--- src/rtl/beta_prefetch_buffer_if.sv ---
// Bus bundle for the instruction prefetch buffer.
// Groups the memory-side request/response port and the fetch-stage handshake.
// The master view belongs to the prefetch buffer; the slave view belongs to
// the surrounding memory and fetch stage.
interface beta_prefetch_buffer_if #(
  parameter int DataWidth = 32,
  parameter int AddrWidth = 32
);
  // control from the pipeline
  logic                 pf_fetch_en_i;
  logic                 pf_flush_i;
  logic [AddrWidth-1:0] pf_flush_addr_i;
  // instruction memory port
  logic                 pf_instr_req_o;
  logic [AddrWidth-1:0] pf_instr_addr_o;
  logic                 pf_instr_ready_i;
  logic                 pf_instr_valid_i;
  logic [DataWidth-1:0] pf_instr_rdata_i;
  // fetch-stage port
  logic                 pf_valid_o;
  logic [DataWidth-1:0] pf_instr_o;
  logic [AddrWidth-1:0] pf_pc_o;
  logic                 pf_ready_i;
  logic                 pf_empty_o;
  logic                 pf_full_o;

  modport master (
    input  pf_fetch_en_i, pf_flush_i, pf_flush_addr_i,
    input  pf_instr_ready_i, pf_instr_valid_i, pf_instr_rdata_i,
    input  pf_ready_i,
    output pf_instr_req_o, pf_instr_addr_o,
    output pf_valid_o, pf_instr_o, pf_pc_o, pf_empty_o, pf_full_o
  );

  modport slave (
    output pf_fetch_en_i, pf_flush_i, pf_flush_addr_i,
    output pf_instr_ready_i, pf_instr_valid_i, pf_instr_rdata_i,
    output pf_ready_i,
    input  pf_instr_req_o, pf_instr_addr_o,
    input  pf_valid_o, pf_instr_o, pf_pc_o, pf_empty_o, pf_full_o
  );
endinterface

--- src/rtl/beta_prefetch_buffer.sv ---
// Instruction prefetch buffer.
// Issues sequential fetches ahead of the fetch stage, keeps returned words with
// their PC in an in-order FIFO, and on a flush drops the buffered words and any
// stale in-flight responses before restarting at the new target.
module beta_prefetch_buffer #(
  parameter int                   DataWidth      = 32,
  parameter int                   AddrWidth      = 32,
  parameter int                   Depth          = 4,
  parameter int                   MaxOutstanding = 2,
  parameter logic [AddrWidth-1:0] BootAddr       = '0
) (
  input logic                    clk_i,
  input logic                    rstn_i,
  beta_prefetch_buffer_if.master bus
);

  localparam int PtrW  = $clog2(Depth);
  localparam int CntW  = PtrW + 1;
  localparam int PendW = $clog2(MaxOutstanding + 1);

  localparam logic [CntW:0]      DepthOcc = (CntW + 1)'(Depth);
  localparam logic [CntW-1:0]    DepthCnt = CntW'(Depth);
  localparam logic [PendW-1:0]   MaxOut   = PendW'(MaxOutstanding);
  localparam logic [AddrWidth-1:0] WordInc  = AddrWidth'(4);
  localparam logic [AddrWidth-1:0] AlignMsk = {{(AddrWidth - 2){1'b1}}, 2'b00};

  logic [AddrWidth-1:0] fetch_addr;
  logic [AddrWidth-1:0] resp_pc;
  logic [CntW-1:0]      wptr;
  logic [CntW-1:0]      rptr;
  logic [CntW-1:0]      count;
  logic [PendW-1:0]     pending;
  logic [PendW-1:0]     discard;
  logic [DataWidth-1:0] instr_mem [Depth];
  logic [AddrWidth-1:0] pc_mem    [Depth];

  logic                 flush;
  logic                 grant;
  logic                 resp;
  logic                 resp_dec;
  logic                 drop;
  logic                 push;
  logic                 pop;
  logic [CntW:0]        occupancy;
  logic [AddrWidth-1:0] flush_target;

  assign flush        = bus.pf_flush_i;
  assign flush_target = bus.pf_flush_addr_i & AlignMsk;

  // Buffered words plus words already in flight must fit in the FIFO, so a
  // request is only issued when its response is guaranteed a slot.
  assign occupancy = {1'b0, count} + (CntW + 1)'(pending);

  assign bus.pf_instr_req_o  = bus.pf_fetch_en_i & ~flush &
                               (occupancy < DepthOcc) & (pending < MaxOut);
  assign bus.pf_instr_addr_o = fetch_addr;

  assign grant    = bus.pf_instr_req_o & bus.pf_instr_ready_i;
  assign resp     = bus.pf_instr_valid_i;
  assign resp_dec = resp & (pending != '0);
  assign drop     = resp & (discard != '0);
  assign push     = resp & ~drop & ~flush;
  assign pop      = (count != '0) & bus.pf_ready_i;

  assign bus.pf_valid_o = (count != '0);
  assign bus.pf_instr_o = instr_mem[rptr[PtrW-1:0]];
  assign bus.pf_pc_o    = pc_mem[rptr[PtrW-1:0]];
  assign bus.pf_empty_o = (count == '0);
  assign bus.pf_full_o  = (count == DepthCnt);

  // Request address, response PC and in-flight bookkeeping; a flush retargets
  // both address streams and marks every still-unanswered request as stale.
  always_ff @(posedge clk_i or negedge rstn_i) begin
    if (!rstn_i) begin
      fetch_addr <= BootAddr;
      resp_pc    <= BootAddr;
      pending    <= '0;
      discard    <= '0;
    end else begin
      pending <= pending + PendW'(grant) - PendW'(resp_dec);
      if (flush) begin
        fetch_addr <= flush_target;
        resp_pc    <= flush_target;
        discard    <= pending - PendW'(resp_dec);
      end else begin
        if (grant) fetch_addr <= fetch_addr + WordInc;
        if (push)  resp_pc    <= resp_pc + WordInc;
        if (drop)  discard    <= discard - PendW'(1);
      end
    end
  end

  // FIFO pointers and fill level; a flush empties the queue outright.
  always_ff @(posedge clk_i or negedge rstn_i) begin
    if (!rstn_i) begin
      wptr  <= '0;
      rptr  <= '0;
      count <= '0;
    end else if (flush) begin
      wptr  <= '0;
      rptr  <= '0;
      count <= '0;
    end else begin
      if (push) wptr <= wptr + CntW'(1);
      if (pop)  rptr <= rptr + CntW'(1);
      count <= count + CntW'(push) - CntW'(pop);
    end
  end

  // FIFO storage: each accepted response is written with the PC it belongs to.
  always_ff @(posedge clk_i or negedge rstn_i) begin
    if (!rstn_i) begin
      for (int i = 0; i < Depth; i++) begin
        instr_mem[i] <= '0;
        pc_mem[i]    <= '0;
      end
    end else if (push) begin
      instr_mem[wptr[PtrW-1:0]] <= bus.pf_instr_rdata_i;
      pc_mem[wptr[PtrW-1:0]]    <= resp_pc;
    end
  end

endmodule

--- src/flat_wrapper.sv ---
// flat-port wrapper written by rule: the top's interface ports become plain ports
module beta_prefetch_buffer_flat 
#(
  parameter int                   DataWidth      = 32,
  parameter int                   AddrWidth      = 32,
  parameter int                   Depth          = 4,
  parameter int                   MaxOutstanding = 2,
  parameter logic [AddrWidth-1:0] BootAddr       = '0
)
  (clk_i, rstn_i, bus_pf_fetch_en_i, bus_pf_flush_i, bus_pf_flush_addr_i, bus_pf_instr_ready_i, bus_pf_instr_valid_i, bus_pf_instr_rdata_i, bus_pf_ready_i, bus_pf_instr_req_o, bus_pf_instr_addr_o, bus_pf_valid_o, bus_pf_instr_o, bus_pf_pc_o, bus_pf_empty_o, bus_pf_full_o);
  beta_prefetch_buffer_if #(.DataWidth(DataWidth), .AddrWidth(AddrWidth)) bus_i ();
  input logic clk_i;
  input logic rstn_i;
  input wire logic [$bits(bus_i.pf_fetch_en_i)-1:0] bus_pf_fetch_en_i;
  input wire logic [$bits(bus_i.pf_flush_i)-1:0] bus_pf_flush_i;
  input wire logic [$bits(bus_i.pf_flush_addr_i)-1:0] bus_pf_flush_addr_i;
  input wire logic [$bits(bus_i.pf_instr_ready_i)-1:0] bus_pf_instr_ready_i;
  input wire logic [$bits(bus_i.pf_instr_valid_i)-1:0] bus_pf_instr_valid_i;
  input wire logic [$bits(bus_i.pf_instr_rdata_i)-1:0] bus_pf_instr_rdata_i;
  input wire logic [$bits(bus_i.pf_ready_i)-1:0] bus_pf_ready_i;
  output wire logic [$bits(bus_i.pf_instr_req_o)-1:0] bus_pf_instr_req_o;
  output wire logic [$bits(bus_i.pf_instr_addr_o)-1:0] bus_pf_instr_addr_o;
  output wire logic [$bits(bus_i.pf_valid_o)-1:0] bus_pf_valid_o;
  output wire logic [$bits(bus_i.pf_instr_o)-1:0] bus_pf_instr_o;
  output wire logic [$bits(bus_i.pf_pc_o)-1:0] bus_pf_pc_o;
  output wire logic [$bits(bus_i.pf_empty_o)-1:0] bus_pf_empty_o;
  output wire logic [$bits(bus_i.pf_full_o)-1:0] bus_pf_full_o;
  assign bus_i.pf_fetch_en_i = bus_pf_fetch_en_i;
  assign bus_i.pf_flush_i = bus_pf_flush_i;
  assign bus_i.pf_flush_addr_i = bus_pf_flush_addr_i;
  assign bus_i.pf_instr_ready_i = bus_pf_instr_ready_i;
  assign bus_i.pf_instr_valid_i = bus_pf_instr_valid_i;
  assign bus_i.pf_instr_rdata_i = bus_pf_instr_rdata_i;
  assign bus_i.pf_ready_i = bus_pf_ready_i;
  assign bus_pf_instr_req_o = bus_i.pf_instr_req_o;
  assign bus_pf_instr_addr_o = bus_i.pf_instr_addr_o;
  assign bus_pf_valid_o = bus_i.pf_valid_o;
  assign bus_pf_instr_o = bus_i.pf_instr_o;
  assign bus_pf_pc_o = bus_i.pf_pc_o;
  assign bus_pf_empty_o = bus_i.pf_empty_o;
  assign bus_pf_full_o = bus_i.pf_full_o;
  beta_prefetch_buffer #(.DataWidth(DataWidth), .AddrWidth(AddrWidth), .Depth(Depth), .MaxOutstanding(MaxOutstanding), .BootAddr(BootAddr)) u_core (.clk_i(clk_i), .rstn_i(rstn_i), .bus(bus_i));
endmodule
--- config.mk ---
export PLATFORM = sky130hd
export DESIGN_NAME = beta_prefetch_buffer_flat
export DESIGN_NICKNAME = d
export VERILOG_FILES = /design/src/rtl/beta_prefetch_buffer_if.sv /design/src/rtl/beta_prefetch_buffer.sv /design/src/flat_wrapper.sv
export SDC_FILE = /design/constraint.sdc
export NUM_CORES = 1
export LEC_CHECK = 0
export CAP_MARGIN = 20
export CORE_MARGIN = 1.5
export CORE_UTILIZATION = 50
export CTS_CLUSTER_SIZE = 14
export DETAILED_ROUTE_END_ITERATION = 6
export HOLD_SLACK_MARGIN = 0.12
export PLACE_DENSITY_LB_ADDON = 0.15
export REMOVE_ABC_BUFFERS = 1
export SLEW_MARGIN = 20
export SYNTH_ARGS = -nofsm -noshare
export SYNTH_HDL_FRONTEND = slang
export SYNTH_SLANG_ARGS = --single-unit
--- constraint.sdc ---
create_clock -name clk_i -period 2.95 [get_ports clk_i]
set_input_delay 0.295 -clock clk_i [delete_from_list [all_inputs] [get_ports clk_i]]
set_output_delay 0.295 -clock clk_i [all_outputs]
set_load 0.005 [all_outputs]
Word level (Yosys, flattened, before mapping)
Cells that the tools add are included.

word-level totals
  flip-flop bits (word level) = 333
  bits of input ports = 71
  output and inout bits = 100
  logic and storage cells = 75

operators by class
  add/sub/neg operators = 11
  $lt $le $gt $ge = 5
  eq/ne operators = 1
  mux-type cells = 21
  bitwise gates (word level) = 13
  reductions and logical operators = 9

operators with widths
  operator                 number
  $mux W32                 9
  $bwmux W128              2
  $bmux W32 S2             2
  $add A32 B3 Y32 const B  2
  $demux W32 S2            1
  $mux W3                  5
  $reduce_bool A2 Y1       6
  $and A1 B1 Y1            9
  $add A3 B1 Y3 const B    2
  $ge A3 B3 Y1 const B     2
  $not A2 Y3               2
  $add A3 B2 Y4            1
  $lt A4 B3 Y1 const B     1
  $mux W2                  2
  $sub A2 B1 Y2            2
  $add A3 B1 Y3            1
  $eq A3 B3 Y1 const B     1
  $logic_not A3 Y1         1
  $lt A3 B1 Y1 const B     1
  $reduce_bool A3 Y1       1
  $sub A3 B1 Y3            1
  $add A2 B1 Y2            1
  $lt A2 B2 Y1 const B     1
  $not A1 Y1               2
  other kinds (2)          2

Logic depth before layout (Yosys ltp)
  depth in word-level cells = 8
  depth in mapped cells = 9
  gate-level depth less buffers = 9

Worst setup path before layout
No wires, ideal clock.

  path type = reg2reg
  from = reg u_core.count[1]
  to = reg u_core.count[2]
  arrival time = 2060 ps
  setup slack = 760 ps
  stages on the path, launching flop included = 10
  path buffers = 0
  clock period less this slack = 2190 ps
  path through = dfrtp_1 > or3_1 > and2_1 > ha_1 > inv_1 > ha_1 > inv_1 > fa_1 > xnor2_1 > nor2_1

between the ends
  longest elaborated chain between the ends = 4

ends and longest elaborated chain
  what                    RTL line                     source
  start, declared         beta_prefetch_buffer.sv:31   logic [CntW-1:0] count;
  start signal, assigned  beta_prefetch_buffer.sv:106  count <= count + CntW'(push) - CntW'(pop);
  $reduce_bool A3 Y1      n/a
  net bus_pf_valid_o      flat_wrapper.sv:23           output wire logic [$bits(bus_i.pf_valid_o)-1:0] bus_pf_valid_o;
  $and A1 B1 Y1           beta_prefetch_buffer.sv:63   assign pop = (count != '0) & bus.pf_ready_i;
  $sub A3 B1 Y3           beta_prefetch_buffer.sv:106
  $mux W3                 beta_prefetch_buffer.sv:99   end else if (flush) begin

The timed path passes the listed nets, and every way through them passes these cells.
A chain may end at the register's enable or synchronous reset.

Worst setup path in the final report
  from = reg u_core.rptr[0]
  to = out bus_pf_pc_o[23]

between the ends
  longest elaborated chain between the ends = 4

ends and longest elaborated chain
  what                                         RTL line                     source
  start, declared                              beta_prefetch_buffer.sv:30   logic [CntW-1:0] rptr;
  start signal, assigned                       beta_prefetch_buffer.sv:105  if (pop) rptr <= rptr + CntW'(1);
  $not A2 Y3 (not written as such)             beta_prefetch_buffer.sv:67   assign bus.pf_pc_o = pc_mem[rptr[PtrW-1:0]];
  $bmux W32 S2                                 beta_prefetch_buffer.sv:67
  $mux W32 (not written as such) (2 in a row)  beta_prefetch_buffer.sv:67
  end, declared                                flat_wrapper.sv:25           output wire logic [$bits(bus_i.pf_pc_o)-1:0] bus_pf_pc_o;

Every way passes these cells. The select of a mux whose other input is x is not followed.

==> impl_metrics.toml <==
[status]
status = "completed"

[global_routing]
grt_pass1_vias = 9753
grt_first_pass_wirelength_um = 55000
grt_max_degree = 74
antenna_found_initial = 0
track_usage_pct = 23.1
grt_overflow = 0

[synthesis]
ys_seq_area_share_pct = 53.9
synth.top_cells.by_area = "dfrtp_1, mux2_2, mux4_2"
synth-edff-count = 0
yosysMostFrequentCell = "dfrtp_1"
yosys.area.top_type = "dfrtp_1"
postSynthCellCount = 1068
synth_area_per_cell_sq_um = 13.9
syn_area_sq_um = 14800
ys.flop_type = "dfrtp_1"
synth.top_cell.area_share_pct = 53.9
postSynth.asyncResetShare_pct = 100
yosys_warnings = 0
ys_seq_elements = 319
yosysUniqueCellTypes = 53
synth_commonest_cells = "dfrtp_1, mux2_2, mux4_2"

[sta]
fin_skew_ns = 0.0127
slew_violations = 0
hold_viol_final = 0
fin_setup_tns_ns = 0
setup_viol = 0
period_needed_ns = 2.78
tightest_slew_ns = 0.628
max_freq_mhz = 359
fin_crit_sh_pct = 94.3
rsz0062_at_grt = "false"
slew_headroom_pct = 57.8

[pwr]
p_switching_w = 0.00421
leakage_nw = 8.10
combinationalPowerShare_pct = 32.5
p_clk_share_pct = 26.8
p_sw_share_pct = 26.8
seqPwrFrac_pct = 40.6
ir_drop_mv = 0.363
power_per_cell_area_nw_per_um2 = 862
power.internal_w = 0.0115

[critical_path]
required_ns = 2.65
worst-path-max-fanout = 12
worstSetupStartpointType = "flop"
crit_chain = "buf_4 -> mux4_2 -> clkdlybuf4s50_1"
cpMaxStageDelayCell = "dfrtp_4"
end_kind = "primary output"
path_class = "reg2out"
arrival_ns = 2.49
cpPeakStageDelay_ns = 0.67

[clock_network]
cts_root_buf = "clkbuf_16"
clock_path_buffers = 3
cts_sinks = 319
cts_resized = 0
clk_latency_ns = 0.51
htreeDepth = 2
clk_pin_slew_ns = 0.06
tritoncts = "done"
cts_buffers = 36

[route]
ant_nets = 0
firstDrtPassIters = 5
post-route-drc-count = 0
drt-initial-drc-count = 532
num_vias = 9436
vias_per_cell = 5.74
wl_um = 34200
wl_per_cell_um = 20.8

[job]
drv_cap = 0

[final_layout]
antennaDiodeCount = 0
areaGrowthSynthToFinish_pct = 23.1
fin_nets = 1323
drive_gt1_share_pct = 33.5
num-fill-cells = 2222
final_area_sq_um = 18200

[place]
postPlaceCellArea_sq_um = 17100
gp_congestion = 0.852
io_buffers = 164
dpl.hpwl_um = 22700

[floorplan]
initial_core_util_pct = 51.2
core_area_sq_um = 28900
die_w_um = 175
pin_count = 171
fp.dieH_um = 175
rows = 62
dieArea_sq_um = 30700

[worst_hold_path]
min_path_type = "in2reg"
[metrics by stage]
step	power (W)	util, %	setup slack (ns)	instances	hold WS [ns]
3_3_place_gp	0.0115	59.1	0.517	1583	0.317
2_1_floorplan	0.00909	-	-0.531	998	-0.000591
5_1_grt	0.0166	63.0	0.0824	1645	0.314
6_report	0.0157	63.0	0.168	1645	0.304
4_1_cts	0.0159	63.0	0.127	1645	0.293
3_5_place_dp	0.0116	59.1	0.518	1583	0.319
[worst paths after layout]
check	slack [ns]	end	from	depth (start not counted)
setup / recovery	0.17	bus_pf_pc_o[23]	u_core.rptr[0]	3
hold / removal	0.30	u_core.rptr[0]	bus_pf_flush_i	3
setup reg to reg	0.61	u_core.instr_mem[122]	u_core.discard[0]	8
hold reg to reg	0.48	u_core.pc_mem[87]	u_core.pc_mem[87]	2
max in group asynchronous	1.82	u_core.rptr[0]	rstn_i	3
min in group asynchronous	0.36	u_core.instr_mem[116]	rstn_i	2
[area by class of cell]
class / count / area (sq um) / share of cell area, %
sequential: 319 / 7990 / 43.8
multi-input combinational: 659 / 6460 / 35.4
timing repair buffer: 203 / 2120 / 11.6
clock buffer: 56 / 1090 / 5.96
tap: 384 / 480 / 2.63
inverter: 20 / 75.1 / 0.412
clock inverter: 4 / 26.3 / 0.144
[power groups by stage]
stage               Sequential [W]  Combinational (W)  Clock, W
finish                     0.00638            0.00511   0.00422
global route               0.00654            0.00553   0.00450
CTS                        0.00637            0.00521   0.00432
detailed placement         0.00647            0.00512         0
global placement           0.00642            0.00503         0
floorplan                  0.00633            0.00276         0
[cell families (layout without fill, tap and decap cells)]
kind of cell,count (synthesis),after routing,share of synthesized area [%]
multiplexers,320,320,29.0
flip-flops,319,319,53.9
AND/OR/NAND/NOR,195,195,7.08
buffers and inverters,93,283,2.77
AO/OA/AOI/OAI,85,85,3.61
XOR/XNOR,42,42,2.48
adder cells (fa/ha/maj),13,13,1.15
other,1,4,0.0253
[registers in the layout (all words and copies together) (netlist names)]
signal and flops:
u_core.instr_mem 128, u_core.rptr 2, u_core.wptr 2, u_core.resp_pc 30, u_core.discard 2, u_core.bus.pf_instr_addr_o 30, u_core.count 3, u_core.pc_mem 120
u_core.pending 2
[repair_timing]
action	CTS	global route
endpoints found under the hold margin	67	0
hold buffers	1	0
endpoints found under the setup margin	7	0
setup buffers	1	0
[metal layers]
layer  up-vias  track usage (%)  share of wire [%]
li1       4263                -                  -
met4         0             5.88                2.1
met1      4913             32.4                 45
met3        45             3.46                4.2
met5         -                0                  0
met2       215             37.8                 49
[cells in the final DEF, fill, tap and decap left out, types with 21 or more instances in the layout]
master             n
dfrtp_1          317
o21ai_0           35
nor2_1            22
nand2_1           48
nand3_1           40
nand4_1           21
clkdlybuf4s50_1  162
buf_4             23
xnor2_1           22
mux2_2           253
mux4_2            62
clkbuf_16         37
[critical path, delay by kind of cell, from the launching register on]
kind	cells	cell delay [ns]
multiplexers	1	0.51
buffers and inverters	2	0.80
flip-flops	1	0.67
Note: power is estimated with default switching activity, not from simulation.
